## config.mk

```make
export PLATFORM = sky130hd
export DESIGN_NAME = uart_rx_flat
export DESIGN_NICKNAME = d
export VERILOG_FILES = /design/src/rtl/uart_rx_if.sv /design/src/rtl/uart_rx.sv /design/src/flat_wrapper.sv
export SDC_FILE = /design/constraint.sdc
export NUM_CORES = 1
export LEC_CHECK = 0
export ABC_AREA = 1
export BUFFER_PORTS_ARGS = -buffer_cell sky130_fd_sc_hd__buf_2
export CAP_MARGIN = 5
export CORE_ASPECT_RATIO = 2
export CORE_MARGIN = 1
export CORE_UTILIZATION = 40
export CTS_CLUSTER_SIZE = 24
export DETAILED_ROUTE_END_ITERATION = 8
export GPL_TIMING_DRIVEN = 0
export PLACE_DENSITY = 0.62
export SKIP_CTS_REPAIR_TIMING = 1
export SYNTH_ARGS = -nofsm -noshare
export SYNTH_HDL_FRONTEND = slang
export SYNTH_SLANG_ARGS = --single-unit
```

## constraint.sdc

```tcl
create_clock -name clk -period 3.2 [get_ports clk]
set_clock_uncertainty 0.15 [all_clocks]
set_input_delay 0.32 -clock clk [delete_from_list [all_inputs] [get_ports clk]]
set_output_delay 0.32 -clock clk [all_outputs]
set_load 0.005 [all_outputs]
```

## src/rtl/uart_rx_if.sv

```systemverilog
// Serial receive bundle: the line into the receiver plus the received byte,
// the completion/error pulses and the busy flag coming back out.
interface uart_rx_if;
  logic       rs232_rx;
  logic [7:0] rx_data;
  logic       rx_valid;
  logic       frame_err;
  logic       busy;

  modport master (
    output rs232_rx,
    input  rx_data, rx_valid, frame_err, busy
  );

  modport slave (
    input  rs232_rx,
    output rx_data, rx_valid, frame_err, busy
  );
endinterface

```

## src/rtl/uart_rx.sv

```systemverilog
// 8N1 UART receiver: synchronises the line, centres on the start bit and
// samples each data/stop bit mid-period, flagging a low stop bit as a framing error.
module uart_rx #(
  parameter int CLKS_PER_BIT = 1250
) (
  input  logic     clk,
  input  logic     rst,
  uart_rx_if.slave bus
);

  localparam logic [15:0] HALF    = 16'((CLKS_PER_BIT - 1) / 2);
  localparam logic [15:0] LAST_CT = 16'(CLKS_PER_BIT - 1);

  typedef enum logic [2:0] {
    IDLE,
    START,
    DATA,
    STOP,
    BREAK
  } state_t;

  state_t      state, state_n;
  logic        sync1, rx_s;
  logic [15:0] cnt, cnt_n;
  logic [2:0]  bit_idx, bit_idx_n;
  logic [7:0]  shift, shift_n;
  logic [7:0]  data_q, data_n;
  logic        valid_q, valid_n;
  logic        ferr_q, ferr_n;

  always_ff @(posedge clk) begin
    if (rst) begin
      sync1   <= 1'b1;
      rx_s    <= 1'b1;
      state   <= IDLE;
      cnt     <= 16'd0;
      bit_idx <= 3'd0;
      shift   <= 8'h00;
      data_q  <= 8'h00;
      valid_q <= 1'b0;
      ferr_q  <= 1'b0;
    end else begin
      sync1   <= bus.rs232_rx;
      rx_s    <= sync1;
      state   <= state_n;
      cnt     <= cnt_n;
      bit_idx <= bit_idx_n;
      shift   <= shift_n;
      data_q  <= data_n;
      valid_q <= valid_n;
      ferr_q  <= ferr_n;
    end
  end

  always_comb begin
    state_n   = state;
    cnt_n     = cnt;
    bit_idx_n = bit_idx;
    shift_n   = shift;
    data_n    = data_q;
    valid_n   = 1'b0;
    ferr_n    = 1'b0;

    case (state)
      IDLE: begin
        cnt_n     = 16'd0;
        bit_idx_n = 3'd0;
        if (!rx_s) state_n = START;
      end

      // A start bit that is high again at its midpoint was only a glitch.
      START: begin
        if (cnt == HALF) begin
          cnt_n   = 16'd0;
          state_n = rx_s ? IDLE : DATA;
        end else begin
          cnt_n = cnt + 16'd1;
        end
      end

      DATA: begin
        if (cnt == LAST_CT) begin
          shift_n[bit_idx] = rx_s;
          cnt_n            = 16'd0;
          bit_idx_n        = bit_idx + 3'd1;
          if (bit_idx == 3'd7) state_n = STOP;
        end else begin
          cnt_n = cnt + 16'd1;
        end
      end

      STOP: begin
        if (cnt == LAST_CT) begin
          cnt_n = 16'd0;
          if (rx_s) begin
            data_n  = shift;
            valid_n = 1'b1;
            state_n = IDLE;
          end else begin
            ferr_n  = 1'b1;
            state_n = BREAK;
          end
        end else begin
          cnt_n = cnt + 16'd1;
        end
      end

      // Wait out a held-low line so it cannot be mistaken for new start bits.
      BREAK: begin
        cnt_n = 16'd0;
        if (rx_s) state_n = IDLE;
      end

      default: begin
        state_n = IDLE;
        cnt_n   = 16'd0;
      end
    endcase
  end

  assign bus.rx_data   = data_q;
  assign bus.rx_valid  = valid_q;
  assign bus.frame_err = ferr_q;
  assign bus.busy      = (state != IDLE);

endmodule

```

## src/flat_wrapper.sv

```systemverilog
// flat-port wrapper written by rule: the top's interface ports become plain ports
module uart_rx_flat 
#(
  parameter int CLKS_PER_BIT = 1250
)
  (clk, rst, bus_rs232_rx, bus_rx_data, bus_rx_valid, bus_frame_err, bus_busy);
  uart_rx_if bus_i ();
  input  logic clk;
  input  logic rst;
  input wire logic [$bits(bus_i.rs232_rx)-1:0] bus_rs232_rx;
  output wire logic [$bits(bus_i.rx_data)-1:0] bus_rx_data;
  output wire logic [$bits(bus_i.rx_valid)-1:0] bus_rx_valid;
  output wire logic [$bits(bus_i.frame_err)-1:0] bus_frame_err;
  output wire logic [$bits(bus_i.busy)-1:0] bus_busy;
  assign bus_i.rs232_rx = bus_rs232_rx;
  assign bus_rx_data = bus_i.rx_data;
  assign bus_rx_valid = bus_i.rx_valid;
  assign bus_frame_err = bus_i.frame_err;
  assign bus_busy = bus_i.busy;
  uart_rx #(.CLKS_PER_BIT(CLKS_PER_BIT)) u_core (.clk(clk), .rst(rst), .bus(bus_i));
endmodule
```

-- After elaboration in Yosys (flattened, before gate mapping)
Cells that the tools add are included.
- $add $sub $neg: 2
- $lt $le $gt $ge: 2
- equal/unequal tests: 13
- multiplexer cells: 19
- bitwise operators: 2
- reductions and logical operators: 10
- operators with widths (kind ; number):
    2-to-1 mux 16 bit ; 2
    one-hot mux 16 bit (2 select lines) ; 1
    2-to-1 mux 3 bit ; 8
    adder 16 x 1 -> 16 bit (second input constant) ; 1
    equality test 16 x 10 -> 1 bit (second input constant) ; 1
    equality test 16 x 11 -> 1 bit (second input constant) ; 1
    one-hot mux 3 bit (5 select lines) ; 1
    inequality test 2 x 1 -> 1 bit (second input constant) ; 5
    bitwise mux 8 bit ; 1
    equality test 3 x 2 -> 1 bit (second input constant) ; 2
    equality test 3 bit (second input constant) ; 2
    one-hot mux 3 bit (2 select lines) ; 1
    AND reduction 6 bit ; 1
    < comparator 3 x 4 -> 1 bit (second input constant) ; 1
    AND reduction 2 bit ; 2
    adder 3 x 1 -> 3 bit (second input constant) ; 1
    demux 1 bit (select 3 bit) ; 1
    equality test 3 x 1 -> 1 bit (second input constant) ; 1
    >= comparator 3 x 1 -> 1 bit (second input constant) ; 1
    logical NOT 3 bit ; 1
    2-to-1 mux 1 bit ; 3
    AND reduction 3 bit ; 1
    nonzero test 3 bit ; 1
    OR reduction 3 bit ; 1
    other kinds (6) ; 7
- bits in registers: 42
- input bits: 3
- output and inout bits: 11
- logic and storage cells: 57

-- Logic depth before layout (Yosys ltp)
Gate-level depths: netlist of run 1.
- depth after elaboration: 5
- gate-level depth with buffers: 10
- gate-level depth less buffers: 10

-- Worst setup path after synthesis of run 1
Ideal clock, no wire load.
- path kind: register to register
- from: register u_core.cnt[0]
- to: register u_core.cnt[10]
- setup time: 114 ps
- data arrival time: 1307 ps
- data required time: 2936 ps
- setup slack: 1629 ps
- stages on the path, launching flop included: 10
- buffers on the path: 1
- period minus slack after synthesis: 1571 ps
- path through: dfxtp_1 > ha_1 > nand3_1 > nor2_2 > nand2_4 > nand2_2 > nand2_2 > nand2_4 > buf_6 > nor2_1
- longest elaborated chain between the ends: 3
- elaborated cells between the ends (all ways): 6
- those cells by class: 1 x add/sub; 2 x eq/ne; 3 x mux
- ends and longest elaborated chain (element ; RTL line ; source):
    start: declaration ; uart_rx.sv:24 ; logic [15:0] cnt, cnt_n;
    start signal: assignment ; uart_rx.sv:46 ; cnt <= cnt_n;
    adder 16 x 1 -> 16 bit, or another cell as far along ; uart_rx.sv:77, uart_rx.sv:88, uart_rx.sv:104 ;
    2-to-1 mux 16 bit, on equally long branches ; uart_rx.sv:82, uart_rx.sv:93, uart_rx.sv:73 ;
    one-hot mux 16 bit (2 select lines) (*) ; uart_rx.sv:64 ; case (state)
Every way passes the cells marked *; elsewhere a longest branch is shown, timed or not.
A chain may end at the register's enable or synchronous reset.

-- Worst setup path in the final report of run 1
- from: register u_core.cnt[0]
- to: register u_core.cnt[9]
Same word-level chain as after synthesis.

==> results of run 1 <==
worst register-to-register path, delay by kind of cell, from the launching register on:
family | cells | cell delay (ps)
flip-flops | 1 | 410
AND/OR/NAND/NOR | 7 | 770
adder cells (fa/ha/maj) | 1 | 230
buffers and inverters | 1 | 160
cells in the mapped netlist, types with 2 or more instances:
master and number:
o21ai_2 2, o21ai_0 7, a21oi_2 3, o21bai_1 2, inv_1 26, nand3_1 13
or2_2 3, nand2_2 4, ha_1 5, xnor2_1 3, nor2_2 8, a211oi_1 3
dfxtp_1 42, clkbuf_1 3, nand3_2 5, nor2_1 41, buf_6 4, xor2_1 6
nor2_4 2, nand2_1 47, nand2_4 2, o21ai_1 2, nand4_1 8, a31oi_1 3
a21oi_1 16, nand4_2 2, nor3_1 5, inv_2 6
cell usage in the layout, fill, tap and decap left out, types with 4 or more instances in the layout:
| master | n |
|---|---|
| inv_2 | 6 |
| nand2_2 | 4 |
| clkbuf_8 | 6 |
| buf_2 | 12 |
| ha_1 | 5 |
| o21ai_0 | 7 |
| buf_6 | 4 |
| nor3_1 | 5 |
| nor2_2 | 8 |
| dfxtp_1 | 42 |
| inv_1 | 26 |
| nand2_1 | 47 |
| xor2_1 | 6 |
| nand3_1 | 13 |
| nand3_2 | 5 |
| nor2_1 | 41 |
| nand4_1 | 8 |
| a21oi_1 | 16 |
final timing paths:
path                            cells past startpoint  slack, ps             to          start
worst max register to register                      9       1380  u_core.cnt[9]  u_core.cnt[0]
worst max-delay path                                9       1380  u_core.cnt[9]  u_core.cnt[0]
worst min-delay path                                2         50   u_core.sync1   bus_rs232_rx
worst min register to register                      1        260    u_core.rx_s   u_core.sync1
per-layer routing:
| layer | part of all wire (%) | global-route usage [%] | vias to the layer above | wire length (um) |
|---|---|---|---|---|
| met5 | 0 | 0 | - | 0 |
| met3 | 2.3 | 4.01 | 9 | 101 |
| met4 | 3.7 | 11.0 | 0 | 163 |
| met2 | 56 | 32.0 | 14 | 2500 |
| li1 | - | - | 952 | - |
| met1 | 38 | 18.0 | 825 | 1680 |
per-stage QoR:
step           utilization (%)  power [mW]
2_1_floorplan                -       0.762
3_3_place_gp              44.3       0.819
3_5_place_dp              44.3       0.823
4_1_cts                   46.1        1.19
5_1_grt                   46.1        1.24
6_report                  46.1        1.18
final cells by class:
class | instances | area, um^2
tap | 58 | 72.6
clock inverter | 2 | 12.5
multi-input combinational | 199 | 1130
buffer | 9 | 67.6
sequential | 42 | 841
fill | 527 | 2790
timing repair buffer | 12 | 60.1
inverter | 33 | 125
clock buffer | 6 | 82.6
cells by family after synthesis:
family,after synthesis,share of synthesized area (%)
buffers and inverters,42,8.90
DFF,42,38.8
adders and majority gates,5,2.89
AOI/OAI and AO/OA,39,10.8
xor gates and xnor gates,9,3.64
and+or+nand+nor,146,35.0
flip-flops by register name, summed over array words and instances, names as in the netlist:
| name | count |
|---|---|
| u_core.bit_idx | 3 |
| u_core.bus.frame_err | 1 |
| u_core.bus.rx_data | 8 |
| u_core.bus.rx_valid | 1 |
| u_core.cnt | 16 |
| u_core.rx_s | 1 |
| u_core.shift | 8 |
| u_core.state | 3 |
| u_core.sync1 | 1 |
power groups by stage:
stage / combinational [mW] / clock [mW] / sequential (mW)
detailed placement: 0.254 / 0 / 0.568
global placement: 0.251 / 0 / 0.568
finish: 0.253 / 0.367 / 0.557
global route: 0.287 / 0.398 / 0.559
CTS: 0.256 / 0.378 / 0.556
floorplan: 0.197 / 0 / 0.565
==> impl_metrics.json, run 1 <==
{
  "status": "finished, final reports clean",
  "preCtsSetupSlack_ps": 1390,
  "internal_power_mw": 0.795,
  "power_switching_mw": 0.382,
  "viasPerCell": 4.99,
  "drtIter0Drc": 61,
  "startpoint_type": "register",
  "grt_start_max_net_pins": 14,
  "clock_sinks": 42,
  "drtPass1Iterations": 4,
  "core_area_um2": 5180,
  "max_cap_violations": 0,
  "fin_nets": 310,
  "drive_gt1_share_pct": 22.1,
  "synth_ff_type": "dfxtp_1",
  "synth_seq_area_share_pct": 38.8,
  "syn-num-nets": 291,
  "arrival_ps": 1870,
  "cts_inserted_buffers": 5,
  "fmax_mhz": 550,
  "clk_pin_slew_ps": 80,
  "slowest_stage": "dfxtp_1",
  "tritoncts": "yes",
  "grt_pass1_vias": 1704,
  "clk_latency_ps": 310,
  "endpoint_kind": "register",
  "setup_tns_ps": 0,
  "vias": 1800,
  "critical_path_buf_inv_count": 1,
  "stdcell_count": 361,
  "hold_path_class": "input port to register",
  "slew_violations": 0,
  "antenna_found_initial": 0,
  "worstPathRequired_ps": 3260,
  "dp_cells": 353,
  "cts_max_path_buffers": 2,
  "period_share_pct": 56.8,
  "dpl-instance-area_um2": 2300,
  "combPwrFrac_pct": 21.5,
  "netSwitchingFraction_pct": 32.5,
  "cts-root-buf": "clkbuf_8",
  "rsz0062_at_grt": "false",
  "synth_edf_count": 0,
  "slowest_delay_ps": 410,
  "routed_wl_um": 4450,
  "final_area_um2": 2390,
  "critPathKind": "register to register",
  "timing.final.ws_setup_ps": 1380,
  "rows": 37,
  "cp_top_family": "simple AND/OR/NAND/NOR gates",
  "vdd_ir_drop_max_mv": 0.368,
  "syn_area_per_cell_um2": 7.65,
  "netlist_area_um2": 2160,
  "synth.largest_area_cell": "dfxtp_1",
  "wire_per_inst_um": 12.3,
  "post-route-drc-count": 0,
  "antenna_left": 0,
  "grt_pass1_wl_um": 7480,
  "period_needed_ps": 1820,
  "dpl.hpwl_um": 3450,
  "pwr-share-seq_pct": 47.3,
  "area_growth_syn_to_layout_pct": 10.5,
  "place_congestion": 0.862,
  "synth_top_cell_area_share_pct": 38.8,
  "fp.dieH_um": 106,
  "ys_seq_elements": 42,
  "yosysWarnings": 0,
  "h-tree-depth": 2,
  "port_buffers": 12,
  "slew_headroom_pct": 67.1,
  "globalRoute.totalOverflow": 0,
  "clkPwrFrac_pct": 31.1,
  "hold_viol_final": 0,
  "synth.distinct_cells": 38,
  "n_antenna_cell": 0,
  "grt_usage_pct": 18.2,
  "cp_cell_sequence": "ha_1 > nand3_1 > nor2_2 > nand2_4 > nand2_2 > nand2_2 > nand2_4 > buf_6 > nor2_1",
  "die_area_um2": 5730,
  "synth-async-reset-ratio_pct": 0,
  "power_density_nw_per_um2": 492,
  "yosys-top-cells-area": "dfxtp_1 39%, nand2_1 8.2%, nor2_1 7.1%",
  "whs_ps": 47.5,
  "initial_utilization_pct": 41.7,
  "worstPathMaxFanout": 10,
  "setup_viol": 0,
  "die_width_um": 54.0,
  "worstMarginPinSlew_ps": 493,
  "io_pins": 14,
  "synthCells": 283,
  "leakage_nw": 0.914
}
Power figures use the tool's default switching activity.
==> inputs of run 2 (changes only) <==
--- a/config.mk
+++ b/config.mk
@@ -14,7 +14,7 @@
 export CTS_CLUSTER_SIZE = 24
 export DETAILED_ROUTE_END_ITERATION = 8
 export GPL_TIMING_DRIVEN = 0
-export PLACE_DENSITY = 0.62
+export PLACE_DENSITY = 0.64
 export SKIP_CTS_REPAIR_TIMING = 1
 export SYNTH_ARGS = -nofsm -noshare
 export SYNTH_HDL_FRONTEND = slang
==> constraint.sdc (replaced) <==
create_clock -name clk -period 1.5 [get_ports clk]
set_clock_uncertainty 0.15 [all_clocks]
set_input_delay 0.15 -clock clk [delete_from_list [all_inputs] [get_ports clk]]
set_output_delay 0.15 -clock clk [all_outputs]
set_load 0.005 [all_outputs]
==> run 2 against run 1 <==
Net effect:
- the run now ends with setup timing left
- clock power increased by 110%
- worst setup slack lost 1500 ps
- via count up 3.7%
==> impl_metrics.json, run 2 (synthesis results as in run 1) <==
{
  "utilization_pct": 52.7,
  "critical_path_buf_inv_count": 2,
  "r2r-start": "u_core.cnt[11]",
  "clk_latency_ps": 290,
  "slew_violations": 0,
  "rsz0062_at_grt": "true",
  "h-tree-depth": 2,
  "cts-root-buf": "clkbuf_8",
  "leakage_nw": 0.997,
  "arrival_ps": 1670,
  "period_needed_ps": 1630,
  "drive_gt1_share_pct": 37.3,
  "crit_path_end": "u_core.cnt[12]",
  "io_pins": 14,
  "tritoncts": "yes",
  "busiest_layer": "met2",
  "dpl-instance-area_um2": 2310,
  "drtPass1Iterations": 4,
  "viasPerCell": 5.06,
  "cp_cell_sequence": "inv_1 > nand3_4 > nor2_4 > nand2_4 > nand2_4 > nand2_4 > nand2_8 > clkbuf_16 > nor2_2",
  "hold_path_class": "input port to register",
  "period_share_pct": 109,
  "setup_viol": 34,
  "worstPathMaxFanout": 6,
  "grt_usage_pct": 17.5,
  "routed_wl_um": 4690,
  "dpl.hpwl_um": 3510,
  "slowest_delay_ps": 340,
  "vdd_ir_drop_max_mv": 0.910,
  "cp_top_family": "simple AND/OR/NAND/NOR gates",
  "cts_max_path_buffers": 2,
  "drtIter0Drc": 30,
  "cts_inserted_buffers": 5,
  "critPathKind": "register to register",
  "n_antenna_cell": 0,
  "worstMarginPinSlew_ps": 460,
  "final_cell_mix": "40 x nand2_1, 30 x dfxtp_1, 29 x nor2_1",
  "power_density_nw_per_um2": 990,
  "worstPathRequired_ps": 1540,
  "antenna_found_initial": 0,
  "clk_pin_slew_ps": 80,
  "power_mw": 2.70,
  "grt_start_max_net_pins": 13,
  "largest_register_ffs": 16,
  "hold_start": "rst",
  "grt_pass1_vias": 1787,
  "initial_utilization_pct": 41.7,
  "die_area_um2": 5730,
  "regToRegSetupSlack_ps": -130,
  "status": "finished, violations left",
  "max_cap_violations": 0,
  "globalRoute.totalOverflow": 0,
  "cp_common_cell": "nand2_4",
  "startpoint_type": "register",
  "fp.dieH_um": 106,
  "fin_nets": 318,
  "preCtsSetupSlack_ps": -208,
  "grt_pass1_wl_um": 7400,
  "crit_cells": 9,
  "die_width_um": 54.0,
  "port_buffers": 12,
  "use_met2_pct": 31.6,
  "regMostFlops": "u_core.cnt",
  "core_area_um2": 5180,
  "hold_viol_final": 0,
  "post-route-drc-count": 0,
  "r2r-end": "u_core.cnt[12]",
  "rows": 37,
  "reg2reg_depth": 9,
  "met3_usage_pct": 2.72,
  "fmax_mhz": 614,
  "slew_headroom_pct": 69.3,
  "antenna_left": 0,
  "grt_util_met1_pct": 17.2,
  "slowest_stage": "dfxtp_1",
  "final_common_cell": "nand2_1",
  "crit_start": "u_core.cnt[11]",
  "final_area_um2": 2730,
  "vias": 1867,
  "place_congestion": 0.827,
  "endpoint_kind": "register",
  "clock_sinks": 42,
  "wire_per_inst_um": 12.7,
  "violations": "setup timing",
  "timing.final.ws_setup_ps": -128,
  "area_growth_syn_to_layout_pct": 26.2
}
## run 2: changes by cell type in the layout (fill, tap and decap cells not counted), sizes merged
cell,delta
buf,+6
clkbuf,+2
clkinvlp,-1
dlygate4sd3,+1
## run 2: worst min-delay path by stage
stage	end	slack, ps	cells past startpoint
after global placement	u_core.sync1	180	2
final	u_core.cnt[14]	160	2
after floorplan	u_core.sync1	100	1
after CTS	u_core.sync1	-110	2
after global routing	u_core.cnt[14]	210	2
after detailed placement	u_core.sync1	190	2
## run 2: worst register-to-register path, cell delays in order, from the launching register on
cell and delay (ps):
dfxtp_1 340, inv_1 210, nand3_4 140, nor2_4 170
nand2_4 90, nand2_4 80, nand2_4 60, nand2_8 80
clkbuf_16 160, nor2_2 40
## run 2: layout make-up
class / count / area, um^2
Timing Repair Buffer: 20 / 153
Sequential cell: 42 / 871
Fill cell: 505 / 2450
Clock inverter: 1 / 5.00
Buffer: 9 / 71.3
Inverter: 33 / 128
Multi-Input combinational cell: 199 / 1350
Tap cell: 58 / 72.6
Clock buffer: 7 / 86.3
## run 2: per-layer routing
| metal | share of wire (%) | wire, um |
|---|---|---|
| met1 | 36 | 1690 |
| met2 | 56 | 2620 |
| met3 | 2.0 | 94 |
| met4 | 6.2 | 290 |
| met5 | 0 | 0 |
## run 2: power by group
part	switching, mW	leakage (nW)	internal (mW)
clock network	0.387	0.0482	0.372
logic	0.465	0.602	0.287
registers	0.0528	0.347	1.14
total	0.904	0.997	1.80
## run 2: through the flow
stage          hold slack (ps)  std cells  TNS (ps)
6_report                   163        369     -2490
4_1_cts                   -112        361     -5610
3_3_place_gp               182        353     -4090
2_1_floorplan              104        283     -57.4
5_1_grt                    210        369     -5840
3_5_place_dp               190        353     -4770
==> inputs of run 3 (changes only) <==
--- a/config.mk
+++ b/config.mk
@@ -16,6 +16,7 @@
 export GPL_TIMING_DRIVEN = 0
 export PLACE_DENSITY = 0.64
 export SKIP_CTS_REPAIR_TIMING = 1
+export SLEW_MARGIN = 40
 export SYNTH_ARGS = -nofsm -noshare
 export SYNTH_HDL_FRONTEND = slang
 export SYNTH_SLANG_ARGS = --single-unit
==> constraint.sdc (replaced) <==
create_clock -name clk -period 1.4 [get_ports clk]
set_clock_uncertainty 0.15 [all_clocks]
set_input_delay 0.14 -clock clk [delete_from_list [all_inputs] [get_ports clk]]
set_output_delay 0.14 -clock clk [all_outputs]
set_load 0.005 [all_outputs]
==> run 3 against run 2 <==
Net effect:
- the run still ends with setup timing left
- sequential power is 8% higher
- register-to-register slack worse by 120 ps
- worst setup slack lost 120 ps
- first-iteration DRC count grew 60%
- critical endpoint is now u_core.shift[5]
- via count grew 1.5%
- die area unchanged
- cell area is 2.5% lower
- maximum frequency is 1.1% lower
- highest routed layer unchanged
- final cell count is 0.27% higher
- sequential cell count unchanged
- largest power group unchanged
==> impl_metrics.json, run 3 (synthesis results as in run 1) <==
{
  "drtIter0Drc": 48,
  "clk_latency_ps": 290,
  "antenna_left": 0,
  "vdd_ir_drop_max_mv": 0.759,
  "startpoint_type": "register",
  "die_area_um2": 5730,
  "drive_gt1_share_pct": 33.7,
  "setup_tns_ps": -5720,
  "vias": 1895,
  "r2r-end": "u_core.shift[5]",
  "status": "finished, violations left",
  "final_cell_mix": "45 x nand2_1, 37 x nor2_1, 30 x dfxtp_1",
  "preCtsSetupSlack_ps": -263,
  "place_congestion": 0.812,
  "port_buffers": 12,
  "fmax_mhz": 608,
  "holdPathEnd": "u_core.cnt[14]",
  "final_area_um2": 2660,
  "clk_pin_slew_ps": 80,
  "grt_start_max_net_pins": 12,
  "clock_sinks": 42,
  "globalRoute.totalOverflow": 0,
  "timing.final.ws_setup_ps": -246,
  "viasPerCell": 5.12,
  "worstPathMaxFanout": 4,
  "period_needed_ps": 1650,
  "r2r-start": "u_core.cnt[1]",
  "critPathKind": "register to register",
  "regToRegSetupSlack_ps": -250,
  "largest_register_ffs": 16,
  "regMostFlops": "u_core.cnt",
  "final_common_cell": "nand2_1",
  "h-tree-depth": 2,
  "violations": "setup timing",
  "grt_usage_pct": 17.5,
  "cts-root-buf": "clkbuf_8",
  "hold_depth": 2,
  "routed_wl_um": 4750,
  "leakage_nw": 0.988,
  "area_growth_syn_to_layout_pct": 23.0,
  "rows": 37,
  "drtPass1Iterations": 4,
  "arrival_ps": 1680,
  "setup_viol": 39,
  "grt_pass1_wl_um": 7360,
  "max_cap_violations": 0,
  "io_pins": 14,
  "cts_max_path_buffers": 2,
  "wire_per_inst_um": 12.8,
  "tritoncts": "yes",
  "worstPathRequired_ps": 1440,
  "hold_viol_final": 0,
  "slew_headroom_pct": 66.2,
  "n_antenna_cell": 0,
  "power_density_nw_per_um2": 1010,
  "cts_inserted_buffers": 5,
  "initial_utilization_pct": 41.7,
  "core_area_um2": 5180,
  "grt_pass1_vias": 1711,
  "hold_path_class": "input port to register",
  "period_share_pct": 118,
  "slew_violations": 0,
  "endpoint_kind": "register",
  "die_width_um": 54.0,
  "rsz0062_at_grt": "true",
  "dpl-instance-area_um2": 2370,
  "fp.dieH_um": 106,
  "reg2reg_depth": 9,
  "worstMarginPinSlew_ps": 507,
  "hold_start": "rst",
  "antenna_found_initial": 0,
  "post-route-drc-count": 0,
  "dpl.hpwl_um": 3520,
  "fin_nets": 320
}
## run 3: cell type report
cell class | count | area (um^2)
inverters | 33 | 128
fillers | 533 | 2520
repair buffers | 22 | 163
multi-input cells | 199 | 1280
well taps | 58 | 72.6
plain buffers | 9 | 72.6
clock buffers | 7 | 76.3
flip-flops and latches | 42 | 871
## run 3: how the worst max path moves through the flow
stage | start | end | slack (ps) | cells after the start
after floorplan | u_core.cnt[0] | u_core.cnt[12] | -90 | 9
after global placement | u_core.cnt[3] | u_core.cnt[9] | -240 | 9
after detailed placement | u_core.cnt[3] | u_core.cnt[9] | -260 | 9
after CTS | u_core.cnt[3] | u_core.cnt[2] | -260 | 9
after global routing | u_core.cnt[1] | u_core.shift[5] | -320 | 9
final | u_core.cnt[1] | u_core.shift[5] | -250 | 9
## run 3: critical path, stage by stage (launching register included)
cell,delay [ps]
dfxtp_4,370
inv_4,70
ha_4,150
nand3_4,100
nor2_4,160
nand2_2,90
nor2_4,160
nand3_2,90
o21ai_2,150
nor2_1,50
## run 3: metal layers
| metal | GRT usage (%) | routed length [um] | vias to the layer above |
|---|---|---|---|
| met4 | 8.24 | 165 | 0 |
| met5 | 0 | 0 | - |
| met1 | 16.6 | 1770 | 889 |
| li1 | - | - | 973 |
| met3 | 3.15 | 69 | 13 |
| met2 | 33.0 | 2740 | 20 |
## run 3: power breakdown
group / internal, mW / switching (mW)
logic: 0.255 / 0.415
registers: 1.22 / 0.0569
clock network: 0.344 / 0.399
## run 3: through the flow
stage / hold WS (ps) / util [%] / power [mW] / std cells
after floorplan: 93.8 / - / 1.77 / 283
after global placement: 174 / 45.7 / 1.90 / 353
after detailed placement: 178 / 45.7 / 1.91 / 353
after CTS: -123 / 47.2 / 2.65 / 360
after global routing: 176 / 51.4 / 2.84 / 370
final: 145 / 51.4 / 2.69 / 370
